==> src/rtl/fpga_scan_loader.sv <==
// Scan-chain configuration loader for the fabric edge connection chain.
// Serialises host words into the chain and reads it back by rotating it.
module fpga_scan_loader #(
  parameter int CHAIN_LEN  = 256,
  parameter int WORD_WIDTH = 8
) (
  input  logic                  scan_clk_i,
  input  logic                  reset_i,
  input  logic                  cfg_start_i,
  input  logic                  cfg_mode_i,
  input  logic [WORD_WIDTH-1:0] cfg_data_i,
  input  logic                  cfg_valid_i,
  output logic                  cfg_ready_o,
  output logic [WORD_WIDTH-1:0] rd_data_o,
  output logic                  rd_valid_o,
  input  logic                  rd_ready_i,
  output logic                  busy_o,
  output logic                  cfg_done_o,
  output logic                  cfg_loaded_o,
  output logic                  conn_scan_en_o,
  output logic                  conn_scan_in_o,
  input  logic                  conn_scan_out_i
);

  localparam int CW = $clog2(CHAIN_LEN + 1);
  localparam int WW = $clog2(WORD_WIDTH + 1);
  localparam logic [CW-1:0] CHAIN_LAST = CW'(CHAIN_LEN - 1);
  localparam logic [CW-1:0] CHAIN_END  = CW'(CHAIN_LEN);
  localparam logic [CW-1:0] CNT_ONE    = CW'(1);
  localparam logic [WW-1:0] WORD_LAST  = WW'(WORD_WIDTH - 1);
  localparam logic [WW-1:0] WCNT_ONE   = WW'(1);

  typedef enum logic [2:0] {
    IDLE     = 3'd0,
    LD_WAIT  = 3'd1,
    LD_SHIFT = 3'd2,
    RB_SHIFT = 3'd3,
    RB_HOLD  = 3'd4,
    DONE     = 3'd5
  } state_t;

  state_t                state_q, state_d;
  logic [CW-1:0]         bit_cnt_q, bit_cnt_d;
  logic [WW-1:0]         word_cnt_q, word_cnt_d;
  logic [WORD_WIDTH-1:0] sr_q, sr_d;
  logic [WORD_WIDTH-1:0] rd_q, rd_d;
  logic                  loaded_q, loaded_d;
  logic                  op_load_q, op_load_d;
  logic [WORD_WIDTH-1:0] rb_word_s;
  logic                  last_bit_s;
  logic                  last_word_bit_s;

  // Readback assembly fills from the MSB so the first chain-out bit ends in the LSB.
  if (WORD_WIDTH > 1) begin : g_rb_wide
    assign rb_word_s = {conn_scan_out_i, sr_q[WORD_WIDTH-1:1]};
  end else begin : g_rb_narrow
    assign rb_word_s = conn_scan_out_i;
  end

  assign last_bit_s      = (bit_cnt_q == CHAIN_LAST);
  assign last_word_bit_s = (word_cnt_q == WORD_LAST);
  assign rd_data_o       = rd_q;
  assign cfg_loaded_o    = loaded_q;

  // State and datapath registers.
  always_ff @(posedge scan_clk_i) begin
    if (reset_i) begin
      state_q    <= IDLE;
      bit_cnt_q  <= '0;
      word_cnt_q <= '0;
      sr_q       <= '0;
      rd_q       <= '0;
      loaded_q   <= 1'b0;
      op_load_q  <= 1'b0;
    end else begin
      state_q    <= state_d;
      bit_cnt_q  <= bit_cnt_d;
      word_cnt_q <= word_cnt_d;
      sr_q       <= sr_d;
      rd_q       <= rd_d;
      loaded_q   <= loaded_d;
      op_load_q  <= op_load_d;
    end
  end

  // Next-state, datapath updates and state-decoded outputs.
  always_comb begin
    state_d        = state_q;
    bit_cnt_d      = bit_cnt_q;
    word_cnt_d     = word_cnt_q;
    sr_d           = sr_q;
    rd_d           = rd_q;
    loaded_d       = loaded_q;
    op_load_d      = op_load_q;
    cfg_ready_o    = 1'b0;
    rd_valid_o     = 1'b0;
    busy_o         = 1'b1;
    cfg_done_o     = 1'b0;
    conn_scan_en_o = 1'b0;
    conn_scan_in_o = 1'b0;
    case (state_q)
      IDLE: begin
        busy_o = 1'b0;
        if (cfg_start_i) begin
          bit_cnt_d  = '0;
          word_cnt_d = '0;
          op_load_d  = ~cfg_mode_i;
          if (cfg_mode_i) begin
            state_d = RB_SHIFT;
          end else begin
            loaded_d = 1'b0;
            state_d  = LD_WAIT;
          end
        end else begin
          state_d = IDLE;
        end
      end
      LD_WAIT: begin
        cfg_ready_o = 1'b1;
        if (cfg_valid_i) begin
          sr_d       = cfg_data_i;
          word_cnt_d = '0;
          state_d    = LD_SHIFT;
        end else begin
          state_d = LD_WAIT;
        end
      end
      LD_SHIFT: begin
        conn_scan_en_o = 1'b1;
        conn_scan_in_o = sr_q[0];
        sr_d           = sr_q >> 1;
        bit_cnt_d      = bit_cnt_q + CNT_ONE;
        word_cnt_d     = word_cnt_q + WCNT_ONE;
        // Chain end wins over word end, so a partial last word's high bits never shift.
        if (last_bit_s) begin
          state_d = DONE;
        end else if (last_word_bit_s) begin
          state_d = LD_WAIT;
        end else begin
          state_d = LD_SHIFT;
        end
      end
      RB_SHIFT: begin
        conn_scan_en_o = 1'b1;
        conn_scan_in_o = conn_scan_out_i;
        sr_d           = rb_word_s;
        bit_cnt_d      = bit_cnt_q + CNT_ONE;
        word_cnt_d     = word_cnt_q + WCNT_ONE;
        if (last_bit_s || last_word_bit_s) begin
          rd_d    = rb_word_s >> (WORD_LAST - word_cnt_q);
          state_d = RB_HOLD;
        end else begin
          state_d = RB_SHIFT;
        end
      end
      RB_HOLD: begin
        rd_valid_o = 1'b1;
        if (rd_ready_i) begin
          word_cnt_d = '0;
          if (bit_cnt_q == CHAIN_END) begin
            state_d = DONE;
          end else begin
            state_d = RB_SHIFT;
          end
        end else begin
          state_d = RB_HOLD;
        end
      end
      DONE: begin
        cfg_done_o = 1'b1;
        state_d    = IDLE;
        if (op_load_q) begin
          loaded_d = 1'b1;
        end else begin
          loaded_d = loaded_q;
        end
      end
      default: begin
        state_d = IDLE;
      end
    endcase
  end

endmodule

==> config.mk <==
export PLATFORM = sky130hd
export DESIGN_NAME = fpga_scan_loader
export DESIGN_NICKNAME = d
export VERILOG_FILES = /design/src/rtl/fpga_scan_loader.sv
export SDC_FILE = /design/constraint.sdc
export NUM_CORES = 1
export LEC_CHECK = 0
export BUFFER_PORTS_ARGS = -buffer_cell sky130_fd_sc_hd__buf_2
export CAP_MARGIN = 0
export CORE_MARGIN = 3
export CORE_UTILIZATION = 50
export CTS_CLUSTER_DIAMETER = 60
export DETAILED_ROUTE_END_ITERATION = 10
export HOLD_SLACK_MARGIN = 0.08
export PLACE_DENSITY_LB_ADDON = 0.3
export SYNTH_ARGS = -nofsm -noshare
export SYNTH_HDL_FRONTEND = slang
export SYNTH_SLANG_ARGS = --single-unit
==> constraint.sdc <==
create_clock -name scan_clk_i -period 2 [get_ports scan_clk_i]
set_input_delay 0 -clock scan_clk_i [delete_from_list [all_inputs] [get_ports scan_clk_i]]
set_output_delay 0 -clock scan_clk_i [all_outputs]
set_load 0.03 [all_outputs]
==> reports/results.ini <==
[logic_synthesis]
synth_edf_count=0
synth.top_cell.area_share=0.364
synth.most_common_cell=dfxtp_1
synthSimpleGateAreaFrac=0.235
synth_area_um2=1870
synth_cells=224
synth_fp_nets=243
synthTopCellsByCount=dfxtp_1, nand2_1, nor2_1, a21oi_1
synthMuxAreaShare=0.0823
synth_warnings=0
ys_types=47
synthAdderAreaFrac=0.0268
ys_seq_elements=34
async_flop_share=0
ys_seq_area_frac=0.364
synth_top_area_cell=dfxtp_1
synth_compound_area_frac=0.217
synth_top_family_by_area=simple AND/OR/NAND/NOR gates
syn_area_per_cell_um2=8.35
ys.flop_type=dfxtp_1
synth.area.top_cells=dfxtp_1, nand2_1, nor2_1
synth_xor_area_frac=0.0234

[timing]
finalCritPeriodShare=0.908
fmax_ghz=0.551
fin_skew_ps=4.73
tightest_slew_ps=612
grt_setup_unrepaired=no
slew_headroom=0.586
timing.hold.ws_ps=109
tns_ps=0
hold_viol=0
setup_viol=0
period_needed_ps=1820
slew_violations=0

[cells_and_area]
final_nets=281
area_delta_synth_final_pct=19.7
postLayoutCellArea_um2=2240
drive_gt1_frac=0.214
num_antenna_cells=0

[global_routing]
grt_start_max_net_pins=31
track_usage=0.218
grt_overflow_total=0
first_global_vias=1589
antenna_found_initial=0
grt_pass1_wl_mm=7.40

[clocking]
cts-root-buf=clkbuf_8
cts_buffers=5
post_cts_buffers=0
cts_num_sinks=34
cts_buffer_depth=2
cts_tree=done
clock_latency_ps=290
cts.clk_slew.worst_paths_ps=60
cts.htree.levels=2

[detailed_routing]
avgViaCountPerCell=5.76
avgRoutedWirePerCell_um=14.6
drt-total-wl_mm=4.49
route.antenna.remaining_nets=0
via_count=1775
drt-pass1-iter-count=5
drtIter0Drc=173
drc=0

[placed_design]
hpwl_mm=3.00
port_buffers=29
dpl_cell_area_um2=2060
place_congestion=0.864

[setup_path]
r2r_start=bit_cnt_q[2]
cpLargestDelayFamily=simple AND/OR/NAND/NOR gates
worst_setup_path_end_kind=register
arrival_ps=2030
setup.worst_path.start=bit_cnt_q[2]
slowest_stage=dfxtp_1
cp_data_required_time_ps=2220
start_kind=register
cp_max_fo=9
path_buf_inv=0
timing.rr.end=rd_data_o[6]
worstPathCellList=and4_2 -> nand2_1 -> nor2_1 -> ha_1 -> o211ai_4 -> or3_1 -> a21oi_1
ff2ff_setup_slack_ps=180
critPathKind=register to register
cp.depth=7
ff2ff_path_depth=7
worstSetupEndpoint=rd_data_o[6]
cp_slowest_stage_delay_ps=400

[hold_path]
holdPathStages=3
min_path_type=input port to register

[status]
status=completed

[power]
switching_share=0.305
clock_power_share=0.303
power.switching_uw=479
pwr-share-seq=0.483
p_comb_frac=0.214
powerDensity_nw_per_um2=702
p_leak_uw=0.000864
internal_power_uw=1090
vdd_ir_drop_max_mv=0.484

[floorplanning]
rows=21
die_h_um=67.1
initial_core_util=0.539
io_pins=30
coreArea_um2=3470
fp.dieW_um=67.1
die_area_um2=4510

[run]
cap_violations=0

[worst min path at each step]
| stage | start | end | slack [ps] |
|---|---|---|---|
| final | cfg_data_i[7] | sr_q[7] | 110 |
| after global routing | cfg_data_i[7] | sr_q[7] | 120 |
| after CTS | cfg_data_i[7] | sr_q[7] | 100 |
| after detailed placement | cfg_data_i[3] | sr_q[3] | 280 |
| after global placement | cfg_data_i[6] | sr_q[6] | 280 |
| after floorplan | cfg_data_i[0] | sr_q[0] | 160 |
[worst register-to-register path: stages, from the launching register on]
cell      delay [ps]
dfxtp_1          400
and4_2           250
nand2_1           80
nor2_1           120
ha_1             240
o211ai_4         150
or3_1            370
a21oi_1          140
[cell usage in the layout, fill, tap and decap left out, types with 3 or more instances in the layout]
| cell | Yosys | final |
|---|---|---|
| a211oi_1 | 3 | 3 |
| ha_1 | 4 | 4 |
| xor2_1 | 5 | 5 |
| mux4_2 | 3 | 3 |
| clkbuf_8 | 0 | 5 |
| mux2i_1 | 3 | 3 |
| dlygate4sd3_1 | 0 | 9 |
| nor2_1 | 31 | 31 |
| a22o_1 | 4 | 4 |
| o211ai_1 | 3 | 3 |
| and2_1 | 3 | 3 |
| mux2_2 | 5 | 5 |
| nand2b_1 | 5 | 5 |
| buf_2 | 5 | 29 |
| or3_1 | 4 | 4 |
| dfxtp_1 | 34 | 34 |
| buf_4 | 3 | 8 |
| nand2_1 | 33 | 33 |
| o2111ai_1 | 3 | 3 |
| o21ai_0 | 8 | 8 |
| inv_1 | 4 | 4 |
| a21oi_1 | 11 | 11 |
| a311oi_1 | 8 | 8 |
[cell type report]
class | instances | area, µm²
tap | 46 | 57.6
clock buffer | 7 | 76.3
fill | 317 | 1230
inverter | 6 | 22.5
multi-input combinational | 169 | 1110
timing repair buffer | 46 | 295
sequential | 34 | 681
[power by group through the flow]
| stage | Clock, µW | Combinational (µW) | Sequential (µW) |
|---|---|---|---|
| after floorplan | 0 | 238 | 760 |
| after CTS | 484 | 332 | 757 |
| final | 476 | 336 | 759 |
| after global routing | 523 | 373 | 763 |
| after global placement | 0 | 312 | 771 |
| after detailed placement | 0 | 316 | 772 |
[stage by stage]
stage / util / setup slack (ps) / std cells / total power (µW)
after floorplan: - / 105 / 224 / 998
after global placement: 0.593 / 202 / 292 / 1080
after detailed placement: 0.593 / 142 / 292 / 1090
after CTS: 0.641 / 113 / 308 / 1570
after global routing: 0.645 / 18.1 / 308 / 1660
final: 0.645 / 184 / 308 / 1570
[metal layers]
metal  global-route usage  share of wire
met1                0.282           0.47
met2                0.345           0.46
met3               0.0682          0.060
met4               0.0734          0.014
met5                    0              0
[cell families after synthesis]
logic type | after synthesis
AND/OR/NAND/NOR | 93
AO/OA/AOI/OAI | 56
flip-flops | 34
buffers and inverters | 21
multiplexers | 11
XOR/XNOR | 5
adder cells (fa/ha/maj) | 4
[registers in the layout, indices dropped and copies added, names as in the netlist]
signal / count
bit_cnt_q: 9
cfg_loaded_o: 1
op_load_q: 1
rd_data_o: 8
sr_q: 8
state_q: 3
word_cnt_q: 4
[repair_timing]
item / CTS / global route
gates resized for setup: 0 / 2
hold endpoints to repair: 10 / 0
setup endpoints to repair: 0 / 6
hold buffers: 9 / 0
Power figures use the tool's default switching activity.
